--- src/rtl/cache_mem_arbiter.sv ---
// Shares one single-word RAM port between the icache and dcache controllers.
// Dcache wins by default; a saturating starve counter forces an icache grant.
//
// state | meaning
// IDLE  | no access in flight; arbitrate among pending requests
// IGNT  | icache owns the RAM port, waiting for ram_ready
// DGNT  | dcache owns the RAM port, waiting for ram_ready
module cache_mem_arbiter #(
  parameter int IWAIT_MAX = 8
) (
  input  logic        CLK,
  input  logic        nRST,
  input  logic        iREN,
  input  logic [31:0] iaddr,
  output logic [31:0] iload,
  output logic        iwait,
  input  logic        dREN,
  input  logic        dWEN,
  input  logic [31:0] daddr,
  input  logic [31:0] dstore,
  output logic [31:0] dload,
  output logic        dwait,
  output logic        ramREN,
  output logic        ramWEN,
  output logic [31:0] ramaddr,
  output logic [31:0] ramstore,
  input  logic [31:0] ramload,
  input  logic        ram_ready
);

  localparam int SW = $clog2(IWAIT_MAX + 1);

  typedef enum logic [1:0] {
    IDLE = 2'd0,
    IGNT = 2'd1,
    DGNT = 2'd2
  } state_t;

  state_t        state, state_nxt;
  logic [SW-1:0] starve, starve_nxt;
  logic          dreq;
  logic          starved;
  logic          i_done;
  logic          d_done;

  assign dreq    = dREN | dWEN;
  assign starved = (starve >= SW'(IWAIT_MAX));
  // A completion only counts while the owner still holds its request.
  assign i_done  = (state == IGNT) & iREN & ram_ready;
  assign d_done  = (state == DGNT) & dreq & ram_ready;

  always_ff @(posedge CLK or negedge nRST) begin
    if (!nRST) begin
      state  <= IDLE;
      starve <= '0;
    end else begin
      state  <= state_nxt;
      starve <= starve_nxt;
    end
  end

  always_comb begin
    state_nxt  = state;
    starve_nxt = starve;
    case (state)
      IDLE: begin
        if (!iREN) starve_nxt = '0;
        if (starved && iREN)  state_nxt = IGNT;
        else if (dreq)        state_nxt = DGNT;
        else if (iREN)        state_nxt = IGNT;
      end
      IGNT: begin
        if (!iREN) begin
          state_nxt = IDLE;
        end else if (ram_ready) begin
          state_nxt  = IDLE;
          starve_nxt = '0;
        end
      end
      DGNT: begin
        if (!dreq) begin
          state_nxt = IDLE;
        end else if (ram_ready) begin
          state_nxt = IDLE;
          if (iREN && !starved) starve_nxt = starve + SW'(1);
        end
      end
      default: state_nxt = IDLE;
    endcase
  end

  // Strobes follow the owner's live request so an abort drops them immediately.
  always_comb begin
    ramREN   = 1'b0;
    ramWEN   = 1'b0;
    ramaddr  = '0;
    ramstore = '0;
    case (state)
      IGNT: begin
        ramaddr = iaddr;
        ramREN  = iREN;
      end
      DGNT: begin
        ramaddr  = daddr;
        ramstore = dstore;
        ramWEN   = dWEN;
        ramREN   = dREN & ~dWEN;
      end
      default: ;
    endcase
  end

  assign iload = ramload;
  assign dload = ramload;
  assign iwait = iREN & ~i_done;
  assign dwait = dreq & ~d_done;

endmodule

--- config.mk ---
export PLATFORM = sky130hd
export DESIGN_NAME = cache_mem_arbiter
export DESIGN_NICKNAME = d
export VERILOG_FILES = /design/src/rtl/cache_mem_arbiter.sv
export SDC_FILE = /design/constraint.sdc
export NUM_CORES = 1
export LEC_CHECK = 0
export ABC_AREA = 1
export BUFFER_PORTS_ARGS = -buffer_cell sky130_fd_sc_hd__buf_2
export CAP_MARGIN = 15
export CORE_AREA = 5 5 101 103
export CTS_BUF_LIST = sky130_fd_sc_hd__clkbuf_2
export CTS_CLUSTER_DIAMETER = 40
export DETAILED_ROUTE_END_ITERATION = 12
export DIE_AREA = 0 0 106 108
export GPL_TIMING_DRIVEN = 1
export PLACE_DENSITY = 0.61
export REMOVE_ABC_BUFFERS = 1
export SYNTH_ARGS = -nofsm -noshare
export SYNTH_HDL_FRONTEND = slang
export SYNTH_SLANG_ARGS = --single-unit
--- constraint.sdc ---
create_clock -name CLK -period 1.2 [get_ports CLK]
set_input_delay 0.06 -clock CLK [delete_from_list [all_inputs] [get_ports CLK]]
set_output_delay 0.06 -clock CLK [all_outputs]
set_load 0.01 [all_outputs]
==> run_results.csv, run 1 <==
group,metric,value,unit
status,status,"finished with violations",
status,violations,"setup timing",
synthesis,synthAdderAreaFrac,4.246,%
layout,nets,583,
power,power_density,1973,nW/um^2
critical_path,r2r_end,"starve[0]$_DFFE_PN0P_",
clocking,clock_latency,0.23,ns
floorplanning,dieArea,11450,um^2
sta,finalHoldViolations,0,
sta,min_period_over_period,129.8,%
drt,postRouteAntennaNets,0,
placement,gp_congestion,0.9122,
power,vdd_drop_max,715.6,uV
drt,viasPerCell,4.457,
synthesis,yosysSeqAreaShare,8.493,%
clocking,cts_tree,"yes",
sta,rsz0062_at_grt,"true",
critical_path,ff2ff_setup_slack,-0.27,ns
critical_path,critPathLaunchType,"flop",
power,power_frac_comb,91.3,%
synthesis,synth_mux_area_share,0,%
power,leakage,0.001691,uW
synthesis,synth_xor_xnor_area_share,0.4954,%
critical_path,crit_chain,"inv_2 -> ha_1 -> inv_2 -> buf_12 -> a21oi_1 -> buf_2",
floorplanning,core,9109,um^2
sta,fin_skew,0.008230,ns
drt,drc,0,
worst_hold_path,worstHoldPathType,"in -> out",
power,swShare,53.59,%
clocking,cts_buffer_depth,2,
clocking,clk_pin_slew,0.06,ns
critical_path,slowest_stage,"dfrtp_1",
critical_path,cp.required,1.14,ns
global_route,grt_pass1_wl,17.31,mm
sta,worst_pin_slew,0.2269,ns
critical_path,cp-end-kind,"output pin",
sta,fin_crit,1.558,ns
sta,worst_slack,-0.3582,ns
synthesis,ys_seq_elements,6,
global_route,first_global_vias,2486,
critical_path,reg2reg_depth,9,
placement,io_buffers,169,
clocking,clock_sinks,6,
power,internal_power,2535,uW
placement,dp_slack,-0.3131,ns
critical_path,critPathMaxStageDelay,0.39,ns
drt,first_pass_iters,6,
drt,wl,12.90,mm
synthesis,synth_top_family_by_area,"buffers and inverters",
synthesis,syn-instance-count,324,
synthesis,avgSynthCellArea,5.457,um^2
drt,vias,2460,
floorplanning,start_util,19.41,%
synthesis,synth_compound_area_share,10.76,%
sta,setup_tns,-20.77,ns
clocking,root_buffer,"clkbuf_2",
floorplanning,rows,35,
sta,fmaxAchievable,641.8,MHz
synthesis,synth.distinct_cells,18,
sta,max-slew-margin-rel,84.87,%
synthesis,synthSimpleGateAreaFrac,33.47,%
critical_path,path_max_fanout,25,
flow_run,max_cap_viol_count,0,
critical_path,worstPathArrival,1.50,ns
global_route,gr-usage-all-layers,21.36,%
power,switchingPower,2927,uW
critical_path,endpoint,"ramaddr[15]",
critical_path,critPathLaunch,"state[1]$_DFFE_PN0P_",
critical_path,r2r-start,"state[1]$_DFFE_PN0P_",
critical_path,critPathMostFrequentCell,"inv_2",
floorplanning,chipWidth,106,um
power,seqPwrFrac,6.1,%
drt,drt_iter0_drc,186,
synthesis,ys.warnings.count,0,
global_route,grt_max_degree,26,
layout,n_antenna_cell,0,
clocking,htreeDepth,1,
sta,setup_viol,74,
layout,syn_to_final_growth,56.62,%
clocking,numCtsBuffers,3,
drt,wl_per_cell,23.37,um
sta,maxSlewViolCount,0,
critical_path,critPathKind,"reg -> out",
power,pwr-share-clk,2.5,%
placement,hpwl,11.12,mm
global_route,grt_overflow,0,
floorplanning,die_y,108,um
synthesis,syn_area,1768,um^2
floorplanning,ios,266,
layout,layout-drive-gt1-share,58.96,%
global_route,antenna_found_initial,1,
-- stage by stage --
step	power [uW]	area [um^2]	utilization (%)	hold slack [ns]	instances
after CTS	5173	2645	29.04	0.1201	553
after global placement	4178	2351	25.81	-0.1080	541
after global routing	5960	2769	30.40	0.1201	552
after floorplan	2203	1194	-	-0.2356	245
final	5462	2769	30.40	0.1201	552
after detailed placement	4244	2351	25.81	-0.1037	541
-- critical path, delay by kind of cell, from the launching register on --
family | cells | cell delay (ns)
buffers and inverters | 4 | 0.45
adder cells (fa/ha/maj) | 1 | 0.28
AO/OA/AOI/OAI | 1 | 0.14
flip-flops | 1 | 0.39
-- cells in the mapped netlist --
master / count / area (um^2)
inv_6: 1 / 8.760
o21ai_0: 1 / 5.000
inv_1: 44 / 165.2
ha_1: 6 / 75.07
nor2_1: 7 / 26.28
buf_6: 2 / 22.52
nand4_1: 3 / 18.77
buf_4: 68 / 510.5
xnor2_1: 1 / 8.760
nand3_1: 5 / 25.02
nand2_2: 3 / 18.77
buf_1: 3 / 11.26
buf_2: 6 / 30.03
dfrtp_1: 6 / 150.1
inv_2: 1 / 3.750
nor2_4: 2 / 22.52
nand2_1: 128 / 480.5
a21oi_1: 37 / 185.2
-- registers in the layout, indices dropped and copies added (netlist names) --
signal / count
starve: 4
state: 2
-- placed cells by master (no fill, tap or decap), drive strengths merged --
master         n
nand3          5
buf          192
dfrtp          6
inv           46
a21oi         37
nand4          3
dlygate4sd3    1
clkbuf         3
o21ai          1
nand2        131
ha             6
nor2           9
xnor2          1
-- area by class of cell --
type	instances	area, um^2
Timing Repair Buffer	193	1244
Inverter	46	177.7
Tap cell	111	138.9
Sequential cell	6	150.1
Clock buffer	3	15.01
Multi-Input combinational cell	193	1044
Fill cell	1012	6340
-- per-layer routing --
layer  global-route usage, %  vias to the layer above  wire, um
met5                   5.357                        -        68
met4                   6.846                        4       444
met3                   18.69                       17      2589
met2                   31.65                      220      5377
met1                   21.78                     1082      4418
li1                        -                     1137         -
-- power by group through the flow --
| stage | logic (uW) | clock network [uW] | registers, uW |
|---|---|---|---|
| 6_report | 4990 | 138 | 335 |
| 5_1_grt | 5460 | 159 | 343 |
| 4_1_cts | 4700 | 145 | 327 |
| 3_5_place_dp | 3910 | 0 | 333 |
| 3_3_place_gp | 3850 | 0 | 326 |
| 2_1_floorplan | 1890 | 0 | 318 |
-- what timing repair did --
item | 4_1_cts | 5_1_grt
hold endpoints to repair | 6 | 0
hold buffers | 1 | 0
gates resized for setup | 46 | 51
endpoints found under the setup margin | 74 | 74
pin swaps | 4 | 4
buffers inserted | 6 | 0
gates cloned | 2 | 0
-- worst min-delay path by stage --
stage / end / slack [ns] / depth (start not counted) / from
floorplan: starve[0]$_DFFE_PN0P_ / -0.24 / 0 / nRST
global placement: starve[0]$_DFFE_PN0P_ / -0.11 / 1 / nRST
detailed placement: starve[2]$_DFFE_PN0P_ / -0.10 / 1 / nRST
CTS: iload[11] / 0.12 / 0 / ramload[11]
global route: iload[1] / 0.12 / 0 / ramload[1]
finish: iload[11] / 0.12 / 0 / ramload[11]
-- logic make-up (layout without fill, tap and decap cells) --
kind of cell / after synthesis / count (layout)
xor gates and xnor gates: 1 / 1
adders and majority gates: 6 / 6
DFF: 6 / 6
buffers and inverters: 125 / 242
AOI/OAI and AO/OA: 38 / 38
and+or+nand+nor: 148 / 148
(Power assumes the default switching activity.)
==> run 2, diff against run 1 <==
--- a/config.mk
+++ b/config.mk
@@ -8,11 +8,11 @@
 export ABC_AREA = 1
 export BUFFER_PORTS_ARGS = -buffer_cell sky130_fd_sc_hd__buf_2
 export CAP_MARGIN = 15
-export CORE_AREA = 5 5 101 103
+export CORE_AREA = 5 5 99 101
 export CTS_BUF_LIST = sky130_fd_sc_hd__clkbuf_2
 export CTS_CLUSTER_DIAMETER = 40
 export DETAILED_ROUTE_END_ITERATION = 12
-export DIE_AREA = 0 0 106 108
+export DIE_AREA = 0 0 104 106
 export GPL_TIMING_DRIVEN = 1
 export PLACE_DENSITY = 0.61
 export REMOVE_ABC_BUFFERS = 1
==> constraint.sdc (replaced) <==
create_clock -name CLK -period 1.7 [get_ports CLK]
set_input_delay 0.085 -clock CLK [delete_from_list [all_inputs] [get_ports CLK]]
set_output_delay 0.085 -clock CLK [all_outputs]
set_load 0.01 [all_outputs]
==> run_results.csv, run 2 (same netlist as run 1, synthesis figures left out) <==
group,metric,value,unit
clocking,clock_sinks,6,
sta,holdWs,0.1701,ns
power,vdd_drop_max,405.7,uV
critical_path,path_max_fanout,33,
sta,fin_skew,0.01278,ns
power,leakage,0.001598,uW
layout,fillCellCount,1005,
critical_path,endpoint,"ramaddr[28]",
global_route,grt_max_degree,34,
layout,nets,571,
critical_path,r2r_end,"starve[1]$_DFFE_PN0P_",
sta,maxSlewViolCount,0,
sta,max-slew-margin-rel,86.01,%
clocking,clock_latency,0.22,ns
clocking,cts_buffer_depth,2,
layout,mostFrequentLayoutCell,"buf_2",
floorplanning,ios,266,
critical_path,cp.required,1.62,ns
layout,syn_to_final_growth,33.76,%
layout,multiInputGateArea,888.4,um^2
drt,drt_iter0_drc,147,
layout,n_antenna_cell,0,
critical_path,reg2reg_depth,9,
global_route,grt_pass1_wl,16.99,mm
floorplanning,start_util,19.79,%
drt,postRouteAntennaNets,0,
clocking,cts_tree,"yes",
drt,wl_per_cell,23.56,um
layout,largest-register,"starve",
global_route,gr-usage-all-layers,21.64,%
global_route,antenna_found_initial,2,
sta,worst_pin_slew,0.2099,ns
critical_path,critPathLaunchType,"flop",
clocking,htreeDepth,1,
drt,viasPerCell,4.398,
placement,hpwl,11.61,mm
floorplanning,chipWidth,104,um
flow_run,max_cap_viol_count,0,
clocking,root_buffer,"clkbuf_2",
critical_path,r2r-start,"state[1]$_DFFE_PN0P_",
drt,drc,0,
sta,finalHoldViolations,0,
floorplanning,rows,35,
placement,gp_congestion,0.8993,
floorplanning,core,8934,um^2
critical_path,cp-end-kind,"output pin",
global_route,grt_overflow,0,
sta,worst_slack,0.07472,ns
clocking,numCtsBuffers,3,
clocking,clk_pin_slew,0.07,ns
placement,dp_slack,0.1191,ns
floorplanning,dieArea,11020,um^2
critical_path,worstPathArrival,1.54,ns
critical_path,critPathLaunch,"state[0]$_DFFE_PN0P_",
sta,setup_viol,0,
sta,min_period_over_period,95.60,%
drt,first_pass_iters,4,
global_route,first_global_vias,2308,
layout,largest_reg_flops,4,
critical_path,ff2ff_setup_slack,0.17,ns
layout,largestRegisters,"starve: 4 flops, state: 2 flops",
power,power_density,1296,nW/um^2
floorplanning,die_y,106,um
critical_path,critPathKind,"reg -> out",
drt,wl,12.73,mm
status,status,"finished, final reports clean",
sta,fin_crit,1.625,ns
layout,final_cell_mix,"169 x buf_2, 128 x nand2_1, 43 x inv_1",
layout,layout-drive-gt1-share,45.45,%
drt,vias,2375,
worst_hold_path,worstHoldPathType,"in -> out",
placement,io_buffers,169,
sta,fmaxAchievable,615.3,MHz
layout,seqCellArea,150.1,um^2
-- run 2: cell count changes in the layout (fill, tap and decap cells not counted), moves of 15 or more --
| cell | before | now |
|---|---|---|
| inv_2 | 21 | 2 |
| inv_1 | 24 | 43 |
| buf_6 | 20 | 1 |
| nand2_1 | 112 | 128 |
| buf_2 | 151 | 169 |
| a21oi_1 | 20 | 35 |
-- run 2: worst min path at each step --
stage / startpoint / to / slack, ns / cells past startpoint
after floorplan: nRST / starve[0]$_DFFE_PN0P_ / -0.21 / 0
after global placement: nRST / starve[1]$_DFFE_PN0P_ / -0.08 / 1
after detailed placement: nRST / starve[1]$_DFFE_PN0P_ / -0.07 / 1
after CTS: ramload[14] / iload[14] / 0.17 / 0
after global routing: ramload[14] / iload[14] / 0.17 / 0
final: ramload[14] / iload[14] / 0.17 / 0
-- run 2: where the power goes --
group | total, uW | internal (uW) | leakage (uW) | switching [uW]
logic | 2740 | 1080 | 0.00151 | 1650
registers | 230 | 184 | 0.0000799 | 46.0
clock network | 99.3 | 47.9 | 0.0000125 | 51.4
total | 3070 | 1310 | 0.00160 | 1750
-- run 2: through the flow --
| step | util [%] | std cells | setup TNS (ns) | instance area, um^2 | total power [uW] |
|---|---|---|---|---|---|
| 2_1_floorplan | - | 245 | -35.92 | 1194 | 1624 |
| 3_3_place_gp | 25.06 | 531 | 0 | 2238 | 2659 |
| 3_5_place_dp | 25.06 | 531 | 0 | 2238 | 2687 |
| 4_1_cts | 26.09 | 537 | 0 | 2331 | 3007 |
| 5_1_grt | 26.47 | 540 | -0.001048 | 2365 | 3346 |
| 6_report | 26.47 | 540 | 0 | 2365 | 3066 |
-- run 2: critical path, stage by stage, from the launching register on --
cell     delay, ns
dfrtp_1       0.39
inv_2         0.07
ha_1          0.28
inv_1         0.05
buf_8         0.17
a21oi_1       0.18
buf_2         0.17
-- run 2: metal layers --
| layer | vias to the layer above | share of wire, % | track usage, % |
|---|---|---|---|
| li1 | 1116 | - | - |
| met5 | - | 0.75 | 5.714 |
| met2 | 221 | 46 | 35.38 |
| met1 | 1022 | 32 | 19.43 |
| met3 | 12 | 20 | 20.28 |
| met4 | 4 | 1.9 | 4.440 |
-- run 2: area by class of cell --
cell class	count	share of cell area (%)
inverter	46	7.513
timing repair buffer	181	42.06
multi-input combinational	193	37.57
clock buffer	3	0.6349
sequential	6	6.349
tap	111	5.873
-- run 2: repair_timing --
item                                   4_1_cts  5_1_grt
setup endpoints to repair                   30       55
hold buffers                                 1        0
buffers inserted                             1        3
pin swaps                                    0        1
gates resized for setup                      7        3
endpoints found under the hold margin        6        0
gates cloned                                 1        0
==> run 3, diff against run 2 <==
--- a/config.mk
+++ b/config.mk
@@ -14,7 +14,7 @@
 export DETAILED_ROUTE_END_ITERATION = 12
 export DIE_AREA = 0 0 104 106
 export GPL_TIMING_DRIVEN = 1
-export PLACE_DENSITY = 0.61
+export PLACE_DENSITY_LB_ADDON = 0.15
 export REMOVE_ABC_BUFFERS = 1
 export SYNTH_ARGS = -nofsm -noshare
 export SYNTH_HDL_FRONTEND = slang
==> run_results.csv, run 3 (same netlist as run 1, synthesis figures left out) <==
group,metric,value,unit
drt,drc,0,
layout,final_cell_mix,"169 x buf_2, 127 x nand2_1, 42 x inv_1",
floorplanning,rows,35,
clocking,clock_sinks,6,
global_route,antenna_found_initial,1,
floorplanning,chipWidth,104,um
global_route,grt.met3_usage,15.91,%
clocking,htreeDepth,1,
floorplanning,ios,266,
sta,max-slew-margin-rel,85.88,%
clocking,cts_tree,"yes",
layout,largest_reg_flops,4,
global_route,grt_pass1_wl,16.21,mm
critical_path,critPathLaunch,"state[1]$_DFFE_PN0P_",
sta,fin_crit,1.597,ns
power,switchingPower,1818,uW
sta,fmaxAchievable,626.0,MHz
critical_path,r2r_end,"starve[2]$_DFFE_PN0P_",
critical_path,endpoint,"ramaddr[18]",
power,leakage,0.001606,uW
placement,gp_congestion,0.9750,
layout,largestRegisters,"starve: 4 flops, state: 2 flops",
floorplanning,start_util,19.79,%
sta,min_period_over_period,93.97,%
power,internal_power,1370,uW
critical_path,critPathKind,"reg -> out",
power,vdd_drop_max,406.8,uV
sta,finalHoldViolations,0,
placement,io_buffers,169,
drt,wl_per_cell,22.54,um
drt,wl,12.22,mm
clocking,numCtsBuffers,3,
drt,first_pass_iters,4,
critical_path,r2r-start,"state[1]$_DFFE_PN0P_",
power,swShare,57.03,%
worst_hold_path,worstHoldPathType,"in -> out",
critical_path,cp-end-kind,"output pin",
sta,fin_skew,0.007110,ns
layout,multiInputGateArea,893.4,um^2
floorplanning,die_y,106,um
global_route,met2_usage,28.96,%
global_route,grt_overflow,0,
layout,fillCellCount,1039,
global_route,top_usage_layer,"met2",
drt,vias,2383,
placement,hpwl,10.63,mm
sta,setup_viol,0,
power,finalPower,3187,uW
power,power_density,1327,nW/um^2
status,status,"finished, final reports clean",
global_route,grt_util_met1,24.31,%
sta,rsz0062_at_grt,"false",
layout,layout-drive-gt1-share,46.17,%
power,power_frac_comb,89.4,%
drt,postRouteAntennaNets,0,
power,seqPwrFrac,7.4,%
worst_hold_path,hold_start,"ramload[15]",
layout,seqCellArea,152.6,um^2
power,pwr-share-clk,3.2,%
layout,largest-register,"starve",
global_route,gr-usage-all-layers,20.19,%
critical_path,cp.required,1.62,ns
sta,maxSlewViolCount,0,
clocking,cts_buffer_depth,2,
flow_run,max_cap_viol_count,0,
critical_path,worstPathArrival,1.51,ns
layout,n_antenna_cell,0,
drt,viasPerCell,4.397,
global_route,first_global_vias,2323,
sta,worst_pin_slew,0.2097,ns
critical_path,reg2reg_depth,9,
clocking,root_buffer,"clkbuf_2",
floorplanning,core,8934,um^2
critical_path,ff2ff_setup_slack,0.17,ns
clocking,clock_latency,0.23,ns
floorplanning,dieArea,11020,um^2
layout,final_util,26.89,%
layout,mostFrequentLayoutCell,"buf_2",
drt,drt_iter0_drc,118,
layout,nets,573,
global_route,grt_max_degree,34,
critical_path,critPathLaunchType,"flop",
clocking,clk_pin_slew,0.07,ns
critical_path,path_max_fanout,19,
layout,syn_to_final_growth,35.88,%
run 3: changes by cell type in the layout (fill, tap and decap cells not counted), sizes merged:
cell,before,now
clkbuf,3,5
bufbuf,1,0
buf,179,180
run 3: layout make-up:
cell class	instances	area share [%]
Sequential cell	6	6.354
Clock buffer	3	0.6250
Timing Repair Buffer	183	42.66
Inverter	46	7.396
Multi-Input combinational cell	193	37.19
Tap cell	111	5.781
run 3: how the worst min path moves through the flow:
stage / cells after the start / end / slack, ns
detailed placement: 1 / starve[2]$_DFFE_PN0P_ / -0.07
global route: 0 / dload[18] / 0.17
floorplan: 0 / starve[0]$_DFFE_PN0P_ / -0.21
CTS: 0 / iload[15] / 0.17
finish: 0 / iload[15] / 0.17
global placement: 1 / starve[2]$_DFFE_PN0P_ / -0.07
run 3: stage by stage:
stage / hold slack, ns / TNS, ns / area, um^2 / instances / setup slack (ns)
global placement: -0.06807 / 0 / 2246 / 532 / 0.1482
detailed placement: -0.07223 / 0 / 2246 / 532 / 0.1522
floorplan: -0.2106 / -35.92 / 1194 / 245 / -0.6789
finish: 0.1701 / 0 / 2402 / 542 / 0.1026
global route: 0.1700 / 0 / 2402 / 542 / 0.005747
CTS: 0.1702 / 0 / 2300 / 536 / 0.007449
run 3: what timing repair did:
| action | in CTS | in global routing |
|---|---|---|
| resized for setup | 6 | 8 |
| setup endpoints to repair | 46 | 68 |
| endpoints found under the hold margin | 6 | 0 |
| pin swaps | 0 | 1 |
| cloned | 0 | 2 |
| setup buffers | 0 | 4 |
| hold buffers | 1 | 0 |
run 3: power by group through the flow:
stage,sequential [uW],clock [uW],combinational (uW)
floorplan,225,0,1400
global placement,239,0,2530
detailed placement,236,0,2520
CTS,240,103,2580
global route,241,114,3150
finish,235,102,2850
run 3: worst max-delay path: stages, from the launching register on:
cell,delay [ns]
dfrtp_2,0.39
buf_4,0.13
ha_4,0.18
buf_6,0.19
nand2_1,0.06
a21oi_1,0.16
buf_2,0.16
run 3: metal layers:
layer	wire (um)	up-vias
met5	79	-
met4	29	4
met3	2141	8
met2	5113	217
met1	4851	1042
li1	-	1112
